File: config.mk
export PLATFORM = sky130hd
export DESIGN_NAME = mem_access
export DESIGN_NICKNAME = d
export VERILOG_FILES = /design/src/rtl/mem_access_pkg.sv /design/src/rtl/mem_lane_align.sv /design/src/rtl/mem_access.sv
export SDC_FILE = /design/constraint.sdc
export NUM_CORES = 1
export LEC_CHECK = 0
export CORE_MARGIN = 3
export CORE_UTILIZATION = 40
export CTS_BUF_LIST = sky130_fd_sc_hd__clkbuf_16
export CTS_CLUSTER_DIAMETER = 50
export DETAILED_ROUTE_END_ITERATION = 12
export PLACE_DENSITY = 0.69
export SYNTH_ARGS = -nofsm -noshare
export SYNTH_HDL_FRONTEND = slang
export SYNTH_SLANG_ARGS = --single-unit
File: constraint.sdc
create_clock -name clk -period 5.4 [get_ports clk]
set_input_delay 1.08 -clock clk [delete_from_list [all_inputs] [get_ports clk]]
set_output_delay 1.08 -clock clk [all_outputs]
set_load 0.005 [all_outputs]
File: src/rtl/mem_access_pkg.sv
// Shared constants for the memory-access stage: LSU op codes, data-bus commands,
// FSM state encodings and the alignment rule.
package mem_access_pkg;

   localparam int LSUOP_W = 2;

   localparam logic [1:0] LSU_IDLE = 2'd0;
   localparam logic [1:0] LSU_BYTE = 2'd1;
   localparam logic [1:0] LSU_HALF = 2'd2;
   localparam logic [1:0] LSU_WORD = 2'd3;

   localparam logic [1:0] CMD_NONE  = 2'd0;
   localparam logic [1:0] CMD_READ  = 2'd1;
   localparam logic [1:0] CMD_WRITE = 2'd2;

   localparam logic [1:0] ST_IDLE = 2'd0;
   localparam logic [1:0] ST_CMD  = 2'd1;
   localparam logic [1:0] ST_WAIT = 2'd2;
   localparam logic [1:0] ST_DONE = 2'd3;

   // Byte accesses are never misaligned; halves need addr[0]=0, words addr[1:0]=0.
   function automatic logic is_misaligned(input logic [1:0] op, input logic [1:0] addr_lo);
      return ((op == LSU_HALF) && addr_lo[0]) || ((op == LSU_WORD) && (addr_lo != 2'b00));
   endfunction

endpackage

File: src/rtl/mem_lane_align.sv
// Byte-lane steering for the data bus: store-side lane replication and byte
// enables, load-side lane extraction with sign/zero extension (little-endian).
module mem_lane_align
   import mem_access_pkg::*;
#(
   parameter int DATA_WIDTH = 32
) (
   input  logic [1:0]            st_op,
   input  logic [1:0]            st_addr,
   input  logic [DATA_WIDTH-1:0] st_data,
   output logic [3:0]            st_ben,
   output logic [DATA_WIDTH-1:0] st_wdata,
   input  logic [1:0]            ld_op,
   input  logic [1:0]            ld_addr,
   input  logic                  ld_ext,
   input  logic [DATA_WIDTH-1:0] ld_rdata,
   output logic [DATA_WIDTH-1:0] ld_val
);

   logic [7:0]  lane8;
   logic [15:0] lane16;

   always_comb begin
      st_ben   = 4'b0000;
      st_wdata = '0;
      case (st_op)
         LSU_BYTE: begin
            st_ben   = 4'b0001 << st_addr;
            st_wdata = {(DATA_WIDTH/8){st_data[7:0]}};
         end
         LSU_HALF: begin
            st_ben   = st_addr[1] ? 4'b1100 : 4'b0011;
            st_wdata = {(DATA_WIDTH/16){st_data[15:0]}};
         end
         LSU_WORD: begin
            st_ben   = 4'b1111;
            st_wdata = st_data;
         end
         default: ;
      endcase
   end

   always_comb begin
      lane8  = ld_rdata[{ld_addr, 3'b000} +: 8];
      lane16 = ld_addr[1] ? ld_rdata[31:16] : ld_rdata[15:0];
      ld_val = '0;
      case (ld_op)
         LSU_BYTE: ld_val = {{(DATA_WIDTH-8){ld_ext & lane8[7]}}, lane8};
         LSU_HALF: ld_val = {{(DATA_WIDTH-16){ld_ext & lane16[15]}}, lane16};
         LSU_WORD: ld_val = ld_rdata;
         default:  ;
      endcase
   end

endmodule

File: src/rtl/mem_access.sv
// Memory-access pipeline stage: issues LSU loads/stores on the data bus, stalls
// upstream while the bus is busy, and forwards the register write to writeback.
module mem_access
   import mem_access_pkg::*;
#(
   parameter int ADDR_WIDTH  = 32,
   parameter int DATA_WIDTH  = 32,
   parameter int REGNO_WIDTH = 5
) (
   input  logic                   clk,
   input  logic                   nrst,
   input  logic                   i_exec_stall,
   input  logic                   i_fetch_stall,
   output logic                   o_mem_stall,
   output logic                   o_addr_error,
   input  logic [REGNO_WIDTH-1:0] i_rd_no,
   input  logic [DATA_WIDTH-1:0]  i_alu_result,
   input  logic [LSUOP_W-1:0]     i_lsu_op,
   input  logic                   i_lsu_lns,
   input  logic                   i_lsu_ext,
   input  logic [DATA_WIDTH-1:0]  i_mem_data,
   output logic [ADDR_WIDTH-1:0]  o_dbus_addr,
   output logic [1:0]             o_dbus_cmd,
   output logic [3:0]             o_dbus_ben,
   output logic [DATA_WIDTH-1:0]  o_dbus_wdata,
   input  logic                   i_dbus_ack,
   input  logic [DATA_WIDTH-1:0]  i_dbus_rdata,
   input  logic                   i_dbus_rvalid,
   output logic [REGNO_WIDTH-1:0] o_rd_no,
   output logic [DATA_WIDTH-1:0]  o_rd_val
);

   logic [1:0]             state;
   logic [ADDR_WIDTH-1:0]  a_addr;
   logic [LSUOP_W-1:0]     a_op;
   logic                   a_lns;
   logic                   a_ext;
   logic [REGNO_WIDTH-1:0] a_rd_no;
   logic [3:0]             a_ben;
   logic [DATA_WIDTH-1:0]  a_wdata;
   logic [REGNO_WIDTH-1:0] h_rd_no;
   logic [DATA_WIDTH-1:0]  h_rd_val;

   logic                   op_valid, misaligned, other_stall, core_stall, done_now;
   logic [3:0]             st_ben;
   logic [DATA_WIDTH-1:0]  st_wdata, ld_val;
   logic [REGNO_WIDTH-1:0] res_rd_no;
   logic [DATA_WIDTH-1:0]  res_rd_val;

   assign op_valid    = (i_lsu_op != LSU_IDLE);
   assign misaligned  = is_misaligned(i_lsu_op, i_alu_result[1:0]);
   assign other_stall = i_exec_stall | i_fetch_stall;
   assign core_stall  = other_stall | o_mem_stall;

   // Load completes on rvalid, which may coincide with the ack; stores on ack alone.
   assign done_now = ((state == ST_CMD) && i_dbus_ack && (!a_lns || i_dbus_rvalid)) ||
                     ((state == ST_WAIT) && i_dbus_rvalid);

   assign o_mem_stall = ((state == ST_IDLE) && op_valid && !misaligned) ||
                        (((state == ST_CMD) || (state == ST_WAIT)) && !done_now);

   assign o_dbus_cmd   = (state == ST_CMD) ? (a_lns ? CMD_READ : CMD_WRITE) : CMD_NONE;
   assign o_dbus_addr  = (state == ST_CMD) ? {a_addr[ADDR_WIDTH-1:2], 2'b00} : '0;
   assign o_dbus_ben   = (state == ST_CMD) ? a_ben : 4'b0000;
   assign o_dbus_wdata = (state == ST_CMD) ? a_wdata : '0;

   assign res_rd_no  = a_lns ? a_rd_no : '0;
   assign res_rd_val = a_lns ? ld_val : '0;

   mem_lane_align #(.DATA_WIDTH(DATA_WIDTH)) u_align (
      .st_op    (i_lsu_op),
      .st_addr  (i_alu_result[1:0]),
      .st_data  (i_mem_data),
      .st_ben   (st_ben),
      .st_wdata (st_wdata),
      .ld_op    (a_op),
      .ld_addr  (a_addr[1:0]),
      .ld_ext   (a_ext),
      .ld_rdata (i_dbus_rdata),
      .ld_val   (ld_val)
   );

   always_ff @(posedge clk) begin
      if (!nrst) begin
         state        <= ST_IDLE;
         a_addr       <= '0;
         a_op         <= LSU_IDLE;
         a_lns        <= 1'b0;
         a_ext        <= 1'b0;
         a_rd_no      <= '0;
         a_ben        <= 4'b0000;
         a_wdata      <= '0;
         h_rd_no      <= '0;
         h_rd_val     <= '0;
         o_rd_no      <= '0;
         o_rd_val     <= '0;
         o_addr_error <= 1'b0;
      end else begin
         o_addr_error <= 1'b0;
         case (state)
            ST_IDLE: begin
               if (op_valid && !misaligned) begin
                  // Latch regardless of other_stall: the op is held upstream by our stall.
                  a_addr  <= i_alu_result[ADDR_WIDTH-1:0];
                  a_op    <= i_lsu_op;
                  a_lns   <= i_lsu_lns;
                  a_ext   <= i_lsu_ext;
                  a_rd_no <= i_rd_no;
                  a_ben   <= st_ben;
                  a_wdata <= st_wdata;
                  state   <= ST_CMD;
               end else if (!core_stall) begin
                  if (op_valid) begin
                     o_addr_error <= 1'b1;
                     o_rd_no      <= '0;
                  end else begin
                     o_rd_no  <= i_rd_no;
                     o_rd_val <= i_alu_result;
                  end
               end
            end
            ST_CMD, ST_WAIT: begin
               if (done_now) begin
                  if (!other_stall) begin
                     o_rd_no  <= res_rd_no;
                     o_rd_val <= res_rd_val;
                     state    <= ST_IDLE;
                  end else begin
                     h_rd_no  <= res_rd_no;
                     h_rd_val <= res_rd_val;
                     state    <= ST_DONE;
                  end
               end else if ((state == ST_CMD) && i_dbus_ack) begin
                  state <= ST_WAIT;
               end
            end
            ST_DONE: begin
               if (!other_stall) begin
                  o_rd_no  <= h_rd_no;
                  o_rd_val <= h_rd_val;
                  state    <= ST_IDLE;
               end
            end
            default: state <= ST_IDLE;
         endcase
      end
   end

endmodule

==> results.py, run 1 <==
metrics = {
    "synthesis": {
        "syn_area_per_cell_sq_um": 8.31,
        "synthArstFlopShare_pct": 0,
        "synth_compound_area_share_pct": 27.3,
        "synth_fa_ha_area_share_pct": 0.787,
        "synth_flop_cell": "dfxtp_1",
        "synthMuxAreaShare_pct": 4.56,
        "post_synth_inst_count": 956,
        "synth_seq_cells": 154,
        "synth_top_family_by_area": "compound AO/OA/AOI/OAI gates",
        "synth_area_leaders": "dfxtp_1 39%, nand2_1 7.9%, and2_1 5.5%",
        "syn_area_sq_mm": 0.00795,
        "synthSimpleGateAreaFrac_pct": 23.5,
        "synth-edff-count": 0,
        "ys_types": 61,
        "synthXorXnorAreaFrac_pct": 0,
        "synth_top_area_share_pct": 38.8,
        "yosysTopAreaCell": "dfxtp_1",
        "yosys_warnings": 0,
        "yosysSeqAreaShare_pct": 38.8,
    },
    "place": {
        "routabilityCongestion": 0.863,
        "port-buffer-count": 217,
        "dpl_cell_area_sq_mm": 0.0102,
        "dp_hpwl_um": 17400,
    },
    "power_and_ir_drop": {
        "p_leak_nw": 3.99,
        "switching_share_pct": 35.7,
        "totalPowerFinal_w": 0.00436,
        "p_clk_share_pct": 26.6,
        "vdd_drop_max_mv": 0.268,
        "power.density_mw_per_mm2": 405,
        "p_seq_share_pct": 34.3,
        "p_int_w": 0.00280,
        "power_frac_comb_pct": 39.1,
        "p_sw_w": 0.00156,
    },
    "clocking": {
        "clock-sinks": 154,
        "root_buffer": "clkbuf_16",
        "cts_setup_buffers": 0,
        "insertion_delay_ns": 0.43,
        "clockBufferDepth": 2,
        "post_cts_resized": 0,
        "cts_tree": "built",
        "clk_pin_slew_ns": 0.07,
        "h-tree-depth": 4,
        "ctsHoldBuffers": 0,
        "cts_buffers": 17,
    },
    "drt": {
        "dr_wl_met3_um": 1090,
        "wl_um": 25500,
        "top_layer": "met4",
        "ant_nets": 0,
        "drtIter0Drc": 688,
        "drt-pass1-iter-count": 7,
        "wl_met2_um": 12200,
        "vias": 7519,
        "via_per_inst": 5.39,
        "detail_route.wl_per_cell_um": 18.2,
        "drc": 0,
        "wl_met1_um": 11400,
    },
    "critical_path": {
        "worstPathRequired_ns": 4.32,
        "worst_setup_path_start_kind": "input port",
        "cp_max_fo": 18,
        "arrival_ns": 3.42,
        "path_class": "input port to primary output",
        "r2r_cells": 9,
        "r2r_slack_ns": 2.74,
        "crit_path_end_kind": "primary output",
    },
    "grt": {
        "antenna_found_initial": 3,
        "grt-ovfl-total": 0,
        "track_usage_pct": 23.2,
        "grt_max_degree": 69,
        "grt_pass1_vias": 7236,
        "grt_pass1_wl_um": 40200,
    },
    "timing": {
        "min_period_over_period_pct": 83.4,
        "slew-limit-headroom_pct": 39.6,
        "fmax_mhz": 222,
        "fin_hold_ws_ns": 0.448,
        "hold_violations": 0,
        "drv_slew": 0,
        "finalClockSkew_ns": 0.00990,
        "min_period_ns": 4.50,
        "worst_slew_pin_slew_ns": 0.899,
        "final.setup.tns_ns": 0,
        "rsz0062_at_grt": "no",
        "setup_viol": 0,
    },
    "final_layout": {
        "fillCellCount": 1763,
        "area_growth_pct": 35.5,
        "utilization_pct": 56.5,
        "design_area_sq_mm": 0.0108,
        "drive_gt1_share_pct": 6.89,
        "layout_common_cells": "215 x clkdlybuf4s50_1, 167 x nand2_1, 154 x dfxtp_1, 70 x and2_1, 53 x nor2_1",
        "layout_commonest_cell": "clkdlybuf4s50_1",
        "nets": 1235,
    },
    "floorplan": {
        "dieArea_sq_mm": 0.0216,
        "coreArea_sq_mm": 0.0191,
        "start_util_pct": 41.7,
        "io_pins": 220,
        "die_w_um": 147,
        "fp-row-count": 50,
        "die_y_um": 147,
    },
    "worst_hold_path": {
        "min_path_type": "register to register",
        "holdPathStages": 2,
    },
    "flow_run": {
        "drv_cap": 0,
    },
    "run_status": {
        "status": "complete, no violations",
    },
}
critical path: stages:
cell and delay (ns):
clkdlybuf4s50_1 0.93, nor2_1 0.26, a21o_1 0.24, or2_2 0.28, nand2_1 0.10, clkdlybuf4s50_1 0.53
per-stage QoR:
step	setup WS (ns)	instances
2_1_floorplan	2.06	957
3_3_place_gp	0.943	1360
3_5_place_dp	0.924	1360
4_1_cts	0.919	1392
5_1_grt	0.817	1395
6_report	0.897	1395
final timing paths:
check | to | from
worst max-delay path | o_mem_stall | i_lsu_op[0]
worst min register to register | a_addr[29] | a_addr[29]
worst max register to register | h_rd_val[19] | state[0]
worst min-delay path | a_addr[29] | a_addr[29]
power groups by stage:
stage | registers, W | clock network (W) | logic (W)
3_3_place_gp | 0.00152 | 0 | 0.00171
6_report | 0.00149 | 0.00116 | 0.00171
3_5_place_dp | 0.00152 | 0 | 0.00172
2_1_floorplan | 0.00150 | 0 | 0.000981
4_1_cts | 0.00150 | 0.00118 | 0.00173
5_1_grt | 0.00153 | 0.00123 | 0.00188
cells by family (layout without fill, tap and decap cells):
family	Yosys count	count (layout)
flip-flops	154	154
other	1	5
multiplexers	33	33
adder cells (fa/ha/maj)	5	5
AND/OR/NAND/NOR	389	389
AO/OA/AOI/OAI	278	278
buffers and inverters	96	271
synth_stat cells, types with 3 or more instances:
cell type  instances
nand2_1          167
dfxtp_1          154
and2_1            70
clkbuf_1          64
nor2_1            53
a22oi_1           39
a21boi_0          37
a21boi_1          34
nor2b_1           28
nand2b_1          27
a32o_1            25
o21ai_0           23
a21oi_1           22
mux2_2            20
a22o_1            17
and3_1            17
buf_2             17
a221o_1           16
nor3_1            11
a221oi_1          10
mux2i_1           10
a211oi_1           7
o211a_1            7
o211ai_1           7
o2bb2ai_1          7
a311oi_1           6
nand3_1            6
buf_1              5
ha_1               5
inv_1              5
a21o_1             3
o22ai_1            3
sequential cells by signal, summed over array words and instances (netlist names):
register and cells:
o_addr_error 1, state 2, o_rd_no 5, a_ben 4, h_rd_no 5, a_lns 1
a_rd_no 5, a_addr 32, a_wdata 32, h_rd_val 32, o_rd_val 32, a_ext 1
a_op 2
final cells by class:
type / instances / area, sq um / area share, %
Clock inverter: 15 / 141 / 1.31
Tap cell: 260 / 325 / 3.02
Inverter: 7 / 26.3 / 0.244
Antenna cell: 3 / 7.51 / 0.0697
Timing Repair Buffer: 232 / 2270 / 21.1
Clock buffer: 17 / 425 / 3.95
Sequential cell: 154 / 3080 / 28.6
Multi-Input combinational cell: 707 / 4490 / 41.7
per-layer routing:
metal  global-route usage [%]  up-vias
met2                     38.0      205
met4                     8.57        0
met3                     3.86       42
met5                        0        -
li1                         -     3717
met1                     30.7     3555
(Power assumes the default switching activity.)
==> inputs of run 2 (changes only) <==
Clock period 5.4 ns to 4.4 ns, I/O delays scaled along.
==> run 2 against run 1 <==
First-iteration DRC count shrank 20%. Routed wire length grew 1.5%. Sequential cell count stayed put. Clock power increased by 24%. Combinational power up 22%. Core utilization increased by 0.098 points. Count of clock-buffer cells in the layout unchanged. Clock skew shrank 0.0025 ns. Via count increased by 0.94%. Power up 23%. Critical path depth did not move. Critical path type unchanged. Critical endpoint unchanged. Highest routed layer unchanged.
==> results.py, run 2 (synthesis gave the netlist of run 1 again) <==
metrics = {
    "critical_path": {
        "worst_setup_path_start_kind": "input port",
        "r2r_cells": 5,
        "crit_path_end_kind": "primary output",
        "cp_slowest_cell": "clkdlybuf4s50_1",
        "path_class": "input port to primary output",
        "path_cells": "clkdlybuf4s50_1 > a21o_1 > a21o_1 > or2_2 > nand2_1 > clkdlybuf4s50_1",
        "slowest_delay_ns": 0.55,
        "arrival_ns": 2.84,
        "worstPathRequired_ns": 3.52,
        "cp_max_fo": 9,
    },
    "timing": {
        "finalClockSkew_ns": 0.00739,
        "worst_slew_pin_slew_ns": 0.901,
        "slew-limit-headroom_pct": 39.7,
        "min_period_ns": 3.72,
        "setup_viol": 0,
        "hold_violations": 0,
        "final.setup.tns_ns": 0,
        "drv_slew": 0,
        "rsz0062_at_grt": "no",
        "fmax_mhz": 269,
        "min_period_over_period_pct": 84.6,
    },
    "floorplan": {
        "fp-row-count": 50,
        "die_w_um": 147,
        "dieArea_sq_mm": 0.0216,
        "start_util_pct": 41.7,
        "die_y_um": 147,
        "io_pins": 220,
        "coreArea_sq_mm": 0.0191,
    },
    "power_and_ir_drop": {
        "p_clk_share_pct": 26.7,
        "power.density_mw_per_mm2": 498,
        "switching_share_pct": 35.2,
        "p_seq_share_pct": 34.4,
        "vdd_drop_max_mv": 0.297,
        "p_sw_w": 0.00189,
        "power_frac_comb_pct": 38.9,
        "p_int_w": 0.00349,
        "p_leak_nw": 4.00,
    },
    "worst_hold_path": {
        "min_path_type": "register to register",
        "holdPathStages": 2,
    },
    "grt": {
        "grt_pass1_wl_um": 41000,
        "antenna_found_initial": 3,
        "grt-ovfl-total": 0,
        "grt_max_degree": 72,
        "grt_pass1_vias": 7322,
        "track_usage_pct": 23.5,
    },
    "place": {
        "dp_hpwl_um": 17600,
        "routabilityCongestion": 0.898,
        "port-buffer-count": 217,
        "dpl_cell_area_sq_mm": 0.0102,
    },
    "final_layout": {
        "nets": 1236,
        "area_growth_pct": 35.8,
        "layout_commonest_cell": "clkdlybuf4s50_1",
        "drive_gt1_share_pct": 6.88,
        "design_area_sq_mm": 0.0108,
        "layout_common_cells": "215 x clkdlybuf4s50_1, 167 x nand2_1, 154 x dfxtp_1, 70 x and2_1, 53 x nor2_1",
    },
    "clocking": {
        "post_cts_resized": 0,
        "cts_tree": "built",
        "ctsHoldBuffers": 0,
        "cts_buffers": 17,
        "clk_pin_slew_ns": 0.06,
        "insertion_delay_ns": 0.43,
        "cts_setup_buffers": 0,
        "root_buffer": "clkbuf_16",
        "h-tree-depth": 4,
        "clockBufferDepth": 2,
        "clock-sinks": 154,
    },
    "drt": {
        "via_per_inst": 5.44,
        "ant_nets": 0,
        "drt-pass1-iter-count": 5,
        "vias": 7590,
        "drtIter0Drc": 551,
        "drc": 0,
        "wl_um": 25800,
        "detail_route.wl_per_cell_um": 18.5,
    },
    "flow_run": {
        "drv_cap": 0,
    },
    "run_status": {
        "status": "complete, no violations",
    },
}
## run 2: power groups by stage
stage	Clock, W	Combinational, W	Sequential (W)
2_1_floorplan	0	0.00120	0.00184
3_3_place_gp	0	0.00209	0.00187
3_5_place_dp	0	0.00210	0.00188
4_1_cts	0.00146	0.00211	0.00185
5_1_grt	0.00153	0.00230	0.00189
6_report	0.00144	0.00209	0.00185
## run 2: area by class of cell
cell class | instances | area, sq um
Antenna cell | 3 | 7.51
Timing Repair Buffer | 233 | 2280
Fill cell | 1780 | 8290
Clock inverter | 15 | 153
Inverter | 7 | 26.3
Clock buffer | 17 | 425
Tap cell | 260 | 325
Sequential cell | 154 | 3080
Multi-Input combinational cell | 707 | 4490
## run 2: routing by layer
layer / vias to the layer above / wire (um) / GRT usage [%]
li1: 3721 / - / -
met1: 3600 / 11300 / 31.6
met2: 239 / 12700 / 39.1
met3: 30 / 1250 / 3.64
met4: 0 / 572 / 7.50
met5: - / 0 / 0
## run 2: final timing paths
check | slack, ns | to | from
hold reg to reg | 0.45 | a_addr[10] | a_addr[10]
setup / recovery | 0.68 | o_mem_stall | i_alu_result[0]
setup reg to reg | 1.80 | o_rd_val[23] | a_addr[1]
hold / removal | 0.45 | a_addr[10] | a_addr[10]
## run 2: worst max-delay path: cells and delay by family
family          cells  cell delay, ns
buf+inv             2            1.09
simple gates        2            0.40
compound gates      2            0.47
## run 2: through the flow
stage,util (%),hold WS [ns],cells,power [W],setup WS [ns]
2_1_floorplan,-,0.430,957,0.00304,1.46
3_3_place_gp,53.5,0.437,1361,0.00396,0.713
3_5_place_dp,53.5,0.441,1361,0.00398,0.695
4_1_cts,56.5,0.450,1393,0.00543,0.689
5_1_grt,56.6,0.466,1396,0.00572,0.580
6_report,56.6,0.448,1396,0.00538,0.680
